### src/rtl/clock_setting_controller_if.sv
// Control bundle between the clock-setting controller and its buttons, tick source and counter chain.
// The pb_right_level signal exists only when CLOCK_SETTING_AUTOREPEAT_EN is defined.
interface clock_setting_if;
   logic       setting_mode;
   logic       pb_left_pu;
   logic       pb_right_pu;
   logic       tick_1hz;
`ifdef CLOCK_SETTING_AUTOREPEAT_EN
   logic       pb_right_level;
`endif
   logic [5:0] field_inc;
   logic [2:0] field_sel;
   logic       sec_clear;
   logic       blink;
   logic       timeout_flag;

   modport master (
      output setting_mode, pb_left_pu, pb_right_pu, tick_1hz,
`ifdef CLOCK_SETTING_AUTOREPEAT_EN
      output pb_right_level,
`endif
      input  field_inc, field_sel, sec_clear, blink, timeout_flag
   );

   modport slave (
      input  setting_mode, pb_left_pu, pb_right_pu, tick_1hz,
`ifdef CLOCK_SETTING_AUTOREPEAT_EN
      input  pb_right_level,
`endif
      output field_inc, field_sel, sec_clear, blink, timeout_flag
   );
endinterface

### src/rtl/clock_setting_controller.sv
// Run/setting sequencer for the BCD clock counter chain: tick forwarding, field cursor, blink, idle timeout.
// Optional held-button auto-repeat is enabled by defining CLOCK_SETTING_AUTOREPEAT_EN.
module clock_setting_controller #(
   parameter int TIMEOUT_S = 30
`ifdef CLOCK_SETTING_AUTOREPEAT_EN
   , parameter int REPEAT_DELAY = 50,
   parameter int REPEAT_RATE = 10
`endif
) (
   input  logic           clk,
   input  logic           reset,
   clock_setting_if.slave bus
);
   typedef enum logic [2:0] {
      ST_RUN  = 3'd0,
      ST_YEAR = 3'd1,
      ST_MON  = 3'd2,
      ST_DAY  = 3'd3,
      ST_HR   = 3'd4,
      ST_MIN  = 3'd5
   } state_t;

   state_t     state_r, state_s;
   logic       mode_d_r;
   logic [5:0] field_inc_r, field_inc_s;
   logic       sec_clear_r, sec_clear_s;
   logic       blink_r, blink_s;
   logic       timeout_flag_r, timeout_flag_s;
   logic [7:0] idle_r, idle_s, idle_inc_s;
   logic       rise_s, fall_s, inc_req_s, activity_s, repeat_fire_s;

   function automatic logic [5:0] field_onehot(input state_t st);
      case (st)
         ST_YEAR: field_onehot = 6'b100000;
         ST_MON:  field_onehot = 6'b010000;
         ST_DAY:  field_onehot = 6'b001000;
         ST_HR:   field_onehot = 6'b000100;
         ST_MIN:  field_onehot = 6'b000010;
         default: field_onehot = 6'b000000;
      endcase
   endfunction

   function automatic state_t next_field(input state_t st);
      case (st)
         ST_YEAR: next_field = ST_MON;
         ST_MON:  next_field = ST_DAY;
         ST_DAY:  next_field = ST_HR;
         ST_HR:   next_field = ST_MIN;
         ST_MIN:  next_field = ST_YEAR;
         default: next_field = ST_YEAR;
      endcase
   endfunction

   assign rise_s     = bus.setting_mode & ~mode_d_r;
   assign fall_s     = ~bus.setting_mode & mode_d_r;
   assign idle_inc_s = (idle_r == 8'hFF) ? idle_r : idle_r + 8'd1;
   assign inc_req_s  = bus.pb_right_pu | repeat_fire_s;
   assign activity_s = bus.pb_left_pu | inc_req_s;

`ifdef CLOCK_SETTING_AUTOREPEAT_EN
   logic [15:0] hold_r, hold_s, rate_r, rate_s;

   // Held-level delay then fixed-rate repeat; restarts on release, cursor move or leaving setting.
   always_comb begin
      hold_s        = 16'd0;
      rate_s        = 16'd0;
      repeat_fire_s = 1'b0;
      if ((state_r != ST_RUN) && bus.pb_right_level && !bus.pb_left_pu && !fall_s) begin
         if (hold_r < 16'(REPEAT_DELAY)) begin
            hold_s = hold_r + 16'd1;
         end else begin
            hold_s        = hold_r;
            repeat_fire_s = (rate_r == 16'd0);
            rate_s        = (rate_r == 16'(REPEAT_RATE - 1)) ? 16'd0 : rate_r + 16'd1;
         end
      end else begin
         hold_s = 16'd0;
      end
   end

   // Auto-repeat counter registers.
   always_ff @(posedge clk or negedge reset) begin
      if (!reset) begin
         hold_r <= 16'd0;
         rate_r <= 16'd0;
      end else begin
         hold_r <= hold_s;
         rate_r <= rate_s;
      end
   end
`else
   assign repeat_fire_s = 1'b0;
`endif

   // Next-state and next-output logic for the run/setting sequencer.
   always_comb begin
      state_s        = state_r;
      field_inc_s    = 6'b000000;
      sec_clear_s    = 1'b0;
      blink_s        = blink_r;
      timeout_flag_s = fall_s ? 1'b0 : timeout_flag_r;
      idle_s         = idle_r;
      case (state_r)
         ST_RUN: begin
            blink_s = 1'b0;
            if (rise_s) begin
               state_s     = ST_YEAR;
               sec_clear_s = 1'b1;
               blink_s     = 1'b1;
               idle_s      = 8'd0;
            end else begin
               field_inc_s = {5'b00000, bus.tick_1hz};
            end
         end
         ST_YEAR, ST_MON, ST_DAY, ST_HR, ST_MIN: begin
            if (fall_s) begin
               state_s = ST_RUN;
               blink_s = 1'b0;
               idle_s  = 8'd0;
            end else if (activity_s) begin
               // Increment targets the field selected before any cursor advance.
               idle_s      = 8'd0;
               field_inc_s = inc_req_s ? field_onehot(state_r) : 6'b000000;
               if (bus.pb_left_pu) begin
                  state_s = next_field(state_r);
                  blink_s = 1'b1;
               end else begin
                  blink_s = bus.tick_1hz ? ~blink_r : blink_r;
               end
            end else if (bus.tick_1hz) begin
               if (idle_inc_s >= 8'(TIMEOUT_S)) begin
                  state_s        = ST_RUN;
                  blink_s        = 1'b0;
                  idle_s         = 8'd0;
                  timeout_flag_s = 1'b1;
               end else begin
                  idle_s  = idle_inc_s;
                  blink_s = ~blink_r;
               end
            end else begin
               idle_s = idle_r;
            end
         end
         default: begin
            state_s = ST_RUN;
            blink_s = 1'b0;
            idle_s  = 8'd0;
         end
      endcase
   end

   // State and registered-output update.
   always_ff @(posedge clk or negedge reset) begin
      if (!reset) begin
         state_r        <= ST_RUN;
         mode_d_r       <= 1'b0;
         field_inc_r    <= 6'b000000;
         sec_clear_r    <= 1'b0;
         blink_r        <= 1'b0;
         timeout_flag_r <= 1'b0;
         idle_r         <= 8'd0;
      end else begin
         state_r        <= state_s;
         mode_d_r       <= bus.setting_mode;
         field_inc_r    <= field_inc_s;
         sec_clear_r    <= sec_clear_s;
         blink_r        <= blink_s;
         timeout_flag_r <= timeout_flag_s;
         idle_r         <= idle_s;
      end
   end

   assign bus.field_inc    = field_inc_r;
   assign bus.field_sel    = state_r;
   assign bus.sec_clear    = sec_clear_r;
   assign bus.blink        = blink_r;
   assign bus.timeout_flag = timeout_flag_r;
endmodule

### src/flat_wrapper.sv
// flat-port wrapper written by rule: the top's interface ports become plain ports
module clock_setting_controller_flat 
#(
   parameter int TIMEOUT_S = 30

)
  (clk, reset, bus_setting_mode, bus_pb_left_pu, bus_pb_right_pu, bus_tick_1hz, bus_field_inc, bus_field_sel, bus_sec_clear, bus_blink, bus_timeout_flag);
  clock_setting_if bus_i ();
  input  logic clk;
  input  logic reset;
  input wire logic [$bits(bus_i.setting_mode)-1:0] bus_setting_mode;
  input wire logic [$bits(bus_i.pb_left_pu)-1:0] bus_pb_left_pu;
  input wire logic [$bits(bus_i.pb_right_pu)-1:0] bus_pb_right_pu;
  input wire logic [$bits(bus_i.tick_1hz)-1:0] bus_tick_1hz;
  output wire logic [$bits(bus_i.field_inc)-1:0] bus_field_inc;
  output wire logic [$bits(bus_i.field_sel)-1:0] bus_field_sel;
  output wire logic [$bits(bus_i.sec_clear)-1:0] bus_sec_clear;
  output wire logic [$bits(bus_i.blink)-1:0] bus_blink;
  output wire logic [$bits(bus_i.timeout_flag)-1:0] bus_timeout_flag;
  assign bus_i.setting_mode = bus_setting_mode;
  assign bus_i.pb_left_pu = bus_pb_left_pu;
  assign bus_i.pb_right_pu = bus_pb_right_pu;
  assign bus_i.tick_1hz = bus_tick_1hz;
  assign bus_field_inc = bus_i.field_inc;
  assign bus_field_sel = bus_i.field_sel;
  assign bus_sec_clear = bus_i.sec_clear;
  assign bus_blink = bus_i.blink;
  assign bus_timeout_flag = bus_i.timeout_flag;
  clock_setting_controller #(.TIMEOUT_S(TIMEOUT_S)) u_core (.clk(clk), .reset(reset), .bus(bus_i));
endmodule
### config.mk
export PLATFORM = sky130hd
export DESIGN_NAME = clock_setting_controller_flat
export DESIGN_NICKNAME = d
export VERILOG_FILES = /design/src/rtl/clock_setting_controller_if.sv /design/src/rtl/clock_setting_controller.sv /design/src/flat_wrapper.sv
export SDC_FILE = /design/constraint.sdc
export NUM_CORES = 1
export LEC_CHECK = 0
export ABC_AREA = 1
export CAP_MARGIN = 20
export CORE_MARGIN = 2
export CORE_UTILIZATION = 50
export DETAILED_ROUTE_END_ITERATION = 16
export DONT_BUFFER_PORTS = 1
export GPL_TIMING_DRIVEN = 0
export PLACE_DENSITY = 0.68
export SYNTH_ARGS = -nofsm -noshare
export SYNTH_HDL_FRONTEND = slang
export SYNTH_SLANG_ARGS = --single-unit
### constraint.sdc
create_clock -name clk -period 1.8 [get_ports clk]
set_input_delay 0.36 -clock clk [delete_from_list [all_inputs] [get_ports clk]]
set_output_delay 0.36 -clock clk [all_outputs]
set_load 0.01 [all_outputs]
Yosys cells after proc, flatten, opt, wreduce, memory -nomap -nowiden --
Cells that the tools add are included. W data, S select, Z words.
Operators by class: mux-type cells 36, bitwise logic cells 6, reduce and logical (&&, ||, !) cells 5, magnitude comparators 1, equal/unequal tests 11, $add $sub $neg 1
Operator list (count):
- $mux W8 | 6
- $pmux W6 S5 | 1
- $mux W3 | 6
- $mux W6 | 3
- $pmux W8 S2 | 1
- $mux W1 | 15
- $pmux W3 S4 | 1
- $pmux W6 S2 | 1
- $add A8 B1 Y8 const B | 1
- $eq A8 B8 Y1 const B | 1
- $ge A8 B5 Y1 const B | 1
- $ne A4 B3 Y1 const B | 2
- $eq A3 B2 Y1 const B | 2
- $eq A3 B3 Y1 const B | 2
- $pmux W3 S2 | 1
- $reduce_or A5 Y1 | 1
- $ne A4 B1 Y1 const B | 1
- $ne A4 B2 Y1 const B | 1
- $reduce_and A2 Y1 | 2
- $reduce_and A4 Y1 | 1
- $eq A3 B1 Y1 const B | 1
- $logic_not A3 Y1 | 1
- $not A1 Y1 | 3
- $and A1 B1 Y1 | 2
- other kinds (3) | 3
Storage, ports and cells: output and inout bits 12, flip-flop bits (word level) 21

Longest topological paths before layout --
word-level depth 8, depth in mapped cells 14, gate-level depth less buffers 14

Worst setup path before layout --
Ideal clock, no wire load.
path kind register to register, from reg u_core.idle_r[0], to reg u_core.state_r[2], in the netlist u_core.bus.field_sel[2], arrival time 1390 ps, slack 284 ps, required time 1674 ps, library setup time 126 ps, stages on the path, launching flop included 12, cells stage by stage dfrtp_1 -> ha_1 -> nand2_2 -> inv_1 -> nor2_1 -> nand2_1 -> nor2_1 -> nand2_1 -> nand3_2 -> nand3_2 -> nand2_1 -> o21ai_0
Between the ends: word-level cells in the longest chain between the ends 5
Ends and longest elaborated chain:
- start, declared | line clock_setting_controller.sv:29 | logic [7:0] idle_r, idle_s, idle_inc_s;
- start signal, assigned | line clock_setting_controller.sv:169 | idle_r <= idle_s;
- $add A8 B1 Y8 or $eq A8 B8 Y1 (tied branches) | line clock_setting_controller.sv:56 | assign idle_inc_s = (idle_r == 8'hFF) ? idle_r : idle_r + 8'd1;
- $mux W8 (*) | line clock_setting_controller.sv:56
- $ge A8 B5 Y1 (*) | line clock_setting_controller.sv:131 | if (idle_inc_s >= 8'(TIMEOUT_S)) begin
- $ne A4 B1 Y1 (no line) (*)
- $reduce_and A4 Y1 (no line) (*)
- end signal, assigned | line clock_setting_controller.sv:163 | state_r <= state_s;
- end, declared | line clock_setting_controller.sv:23 | state_t state_r, state_s;
Every way passes the cells marked *; elsewhere a longest branch is shown, timed or not. A chain may end at the register's enable or synchronous reset.

Worst setup path in the final report --
from reg u_core.state_r[0], in the netlist u_core.bus.field_sel[0], to reg u_core.idle_r[1]
Between the ends: word-level cells in the longest chain between the ends 4
Ends and longest elaborated chain:
- $eq A3 B1 Y1 (tied with other cells) | line clock_setting_controller.sv:103 | case (state_r)
- $reduce_or A5 Y1 | line clock_setting_controller.sv:103
- $ne A4 B2 Y1 (no line)
- $reduce_and A2 Y1 (no line)
Parallel ways exist; a longest one is shown, timed or not.

==> impl_results.md <==
* Crit Path Category: flip-flop to flip-flop
* Post-synthesis adder-cell area fraction at 1.08%
* DRC viols at 0
* Register share of total power at 44.0%
* Starting density of the core at 52.5%
* Post-Route WL at 2.41 mm
* Vias in the first global route at 896
* Slowest-stage cell, CP: dfrtp_2
* Compound-cell area share of the yosys netlist at 8.93%
* Max-slew violations at 0
* Routability-driven placement congestion ratio at 0.854
* Combinational power share at 41.0%
* Die height at 52.2 microns
* Main combinational cell family by area after synthesis: simple AND/OR/NAND/NOR gates
* Worst slew pin tran at 0.295 ns
* Site Rows at 17
* Fmax at 606 MHz
* Peak supply drop at 577 uV
* CTS Root Cell: clkbuf_4
* Commonest non-fill, non-tap cell in the layout: nand2_1
* Slew HR at 80.2%
* CTS sink count at 21
* Power per cell area at 1200 nW/um^2
* Crit path largest cell delay at 0.50 ns
* Clk pin slew, worst setup/hold paths at 0.12 ns
* Clock buffer depth at 2
* Htree depth at 1
* Lkg Pwr at 0.669 nW
* CP top delay family: simple AND/OR/NAND/NOR gates
* Sw power at 0.678 mW
* Syn Area/Cell at 7.70 sq um
* Setup TNS Final at 0 ns
* Worst-Skew Late Latency at 0.31 ns
* Worst Slack Setup Final at 0.150 ns
* Gr usage total at 19.2%
* Largest net degree at the start of global routing at 22
* Core area at 2210 sq um
* #FFs+latches synth at 21
* Worst-path fanout max at 10
* R2r startpoint: u_core.bus.field_sel[0]
* Core Util, Final at 59.1%
* Clock power share at 15.0%
* Post-Synth Simple-Gate Area at 34.6%
* Pwr Total at 1.57 mW
* Final hold violation count at 0
* Crit path buf inv count at 3
* PortBufs at 0
* Post-Syn Nets at 158
* Syn Inst Count at 151
* Hold path start: bus_setting_mode
* Internal power at 0.893 mW
* Initial DRT Pass Iterations at 4
* DIE WIDTH at 52.2 microns
* Initial antenna violation count at 0
* Critical Path Start: u_core.bus.field_sel[0]
* Final period utilization at 91.6%
* Max cap viols at 0
* Post-synthesis sequential area ratio at 45.2%
* Antenna Nets Post-Route at 0
* Starting DRT DRC Count at 14
* Most used cell, CP: nand2_2
* Setup-failing EPs final at 0
* Status: finished clean
* First-pass GRT wire length at 3.83 mm
* Worst clock skew at 0.00213 ns
* Synthesized cell area at 1160 sq um
* Routed wire length per instance at 13.0 microns
* Via count at 946
* Synth cell types at 22
* Most frequent cells in the layout: nand2_1, inv_1, dfrtp_1
* Data required time at the worst endpoint at 2.04 ns
* Clock buffer count from CTS at 3
* RSZ-0062 raised after global routing: no
* Hold WC Path Type: primary input to flip-flop
* Share of post-route cells with drive strength above 1 at 17.1%
* Dpl ws at 0.105 ns
* DR vias/cell at 5.09
* CP cell instances: nor2_2 > inv_1 > nor2_1 > nand2_1 > nand2_2 > inv_2 > buf_6 > nand2_2 > a21boi_2
* Die area at 2730 sq um
* Switching Fraction at 43.2%
* Post-synthesis mux area share at 0%
* ANT cells at 0
* Design Area, Final at 1310 sq um
* DP HPWL at 1.71 mm
* Area growth syn-to-layout at 12.5%
* Critical Path Source Type: flip-flop
* Endpoint class of the critical path: flip-flop
* TritonCTS clock tree: yes
* Placed cell area at 1200 sq um
* Arrival @ worst endpoint at 1.89 ns
* Total number of yosys warnings at 0
* # IOs at 18
* Time the worst path needs with I/O delays and setup at 1.65 ns
* Grt total ovfl at 0
* Post-synthesis xor/xnor area fraction at 1.51%
* Nets at 166
-- cells in the mapped netlist --
master     n  share of area, %
a21boi_2   2               1.9
a21oi_1    3               1.3
a31oi_1    1              0.54
buf_6      1              0.97
dfrtp_1   21                45
ha_1       1               1.1
inv_1     22               7.1
inv_2      2              0.65
nand2_1   38                12
nand2_2    5               2.7
nand3_1   14               6.0
nand3_2    2               1.7
nand4_2    2               2.2
nor2_1    18               5.8
nor2_2     3               1.6
nor2_4     1              0.97
nor3_1     3               1.3
o211ai_2   1               1.1
o21ai_0    4               1.7
o21ai_1    4               1.7
o21bai_1   1              0.65
xor2_1     2               1.5
-- worst register-to-register path: stages, from the launching register on --
cell	delay, ns
dfrtp_2	0.50
nor2_2	0.16
inv_1	0.06
nor2_1	0.17
nand2_1	0.14
nand2_2	0.13
inv_2	0.06
buf_6	0.14
nand2_2	0.07
a21boi_2	0.15
-- worst paths after layout --
path	end	slack [ns]	cells past startpoint
max	u_core.idle_r[1]	0.15	9
min	u_core.mode_d_r	0.06	0
max reg2reg	u_core.idle_r[1]	0.15	9
min reg2reg	u_core.bus.timeout_flag	0.57	2
max in group asynchronous	u_core.bus.field_sel[0]	1.10	2
min in group asynchronous	u_core.bus.sec_clear	0.33	1
-- cell type report --
| type | count | area [sq um] |
|---|---|---|
| inverter | 24 | 90.1 |
| fill | 209 | 905 |
| sequential | 21 | 527 |
| tap | 28 | 35.0 |
| clock buffer | 3 | 22.5 |
| multi-input combinational | 105 | 572 |
| buffer | 1 | 11.3 |
| clock inverter | 1 | 5.00 |
| timing repair buffer | 3 | 45.0 |
-- flip-flops by register name (all words and copies together), names as in the netlist --
signal                   flops
u_core.idle_r                8
u_core.bus.field_inc         6
u_core.bus.field_sel         3
u_core.bus.blink             1
u_core.bus.sec_clear         1
u_core.bus.timeout_flag      1
u_core.mode_d_r              1
-- stage by stage --
stage / cells / hold WS (ns)
after CTS: 184 / 0.0639
after detailed placement: 179 / 0.0648
after floorplan: 151 / 0.0644
final: 186 / 0.0645
after global placement: 179 / 0.0648
after global routing: 186 / 0.0518
-- kinds of logic (layout without fill, tap and decap cells) --
kind of cell | count (synthesis) | in the layout
AND/OR/NAND/NOR | 86 | 86
buffers and inverters | 25 | 32
flip-flops | 21 | 21
AO/OA/AOI/OAI | 16 | 16
XOR/XNOR | 2 | 2
adder cells (fa/ha/maj) | 1 | 1
-- per-layer routing --
metal / up-vias / wire length [microns] / global-route usage (%) / part of all wire, %
met5: - / 0 / 0 / 0
li1: 491 / - / - / -
met4: 0 / 31 / 7.69 / 1.3
met2: 19 / 1290 / 34.0 / 53
met3: 5 / 72 / 3.14 / 3.0
met1: 431 / 1020 / 23.0 / 42
-- repair_timing --
action / in CTS / in global routing
buffers inserted: 0 / 1
endpoints found under the setup margin: 0 / 7
endpoints found under the hold margin: 21 / 0
resized for setup: 0 / 7
hold buffers: 1 / 0
-- power by group through the flow --
stage | Combinational, mW | Sequential, mW | Clock [mW]
global placement | 0.562 | 0.696 | 0
floorplan | 0.486 | 0.674 | 0
CTS | 0.598 | 0.690 | 0.237
detailed placement | 0.580 | 0.700 | 0
finish | 0.645 | 0.691 | 0.235
global route | 0.735 | 0.708 | 0.256
No activity file was read; power rests on OpenSTA's default activity.
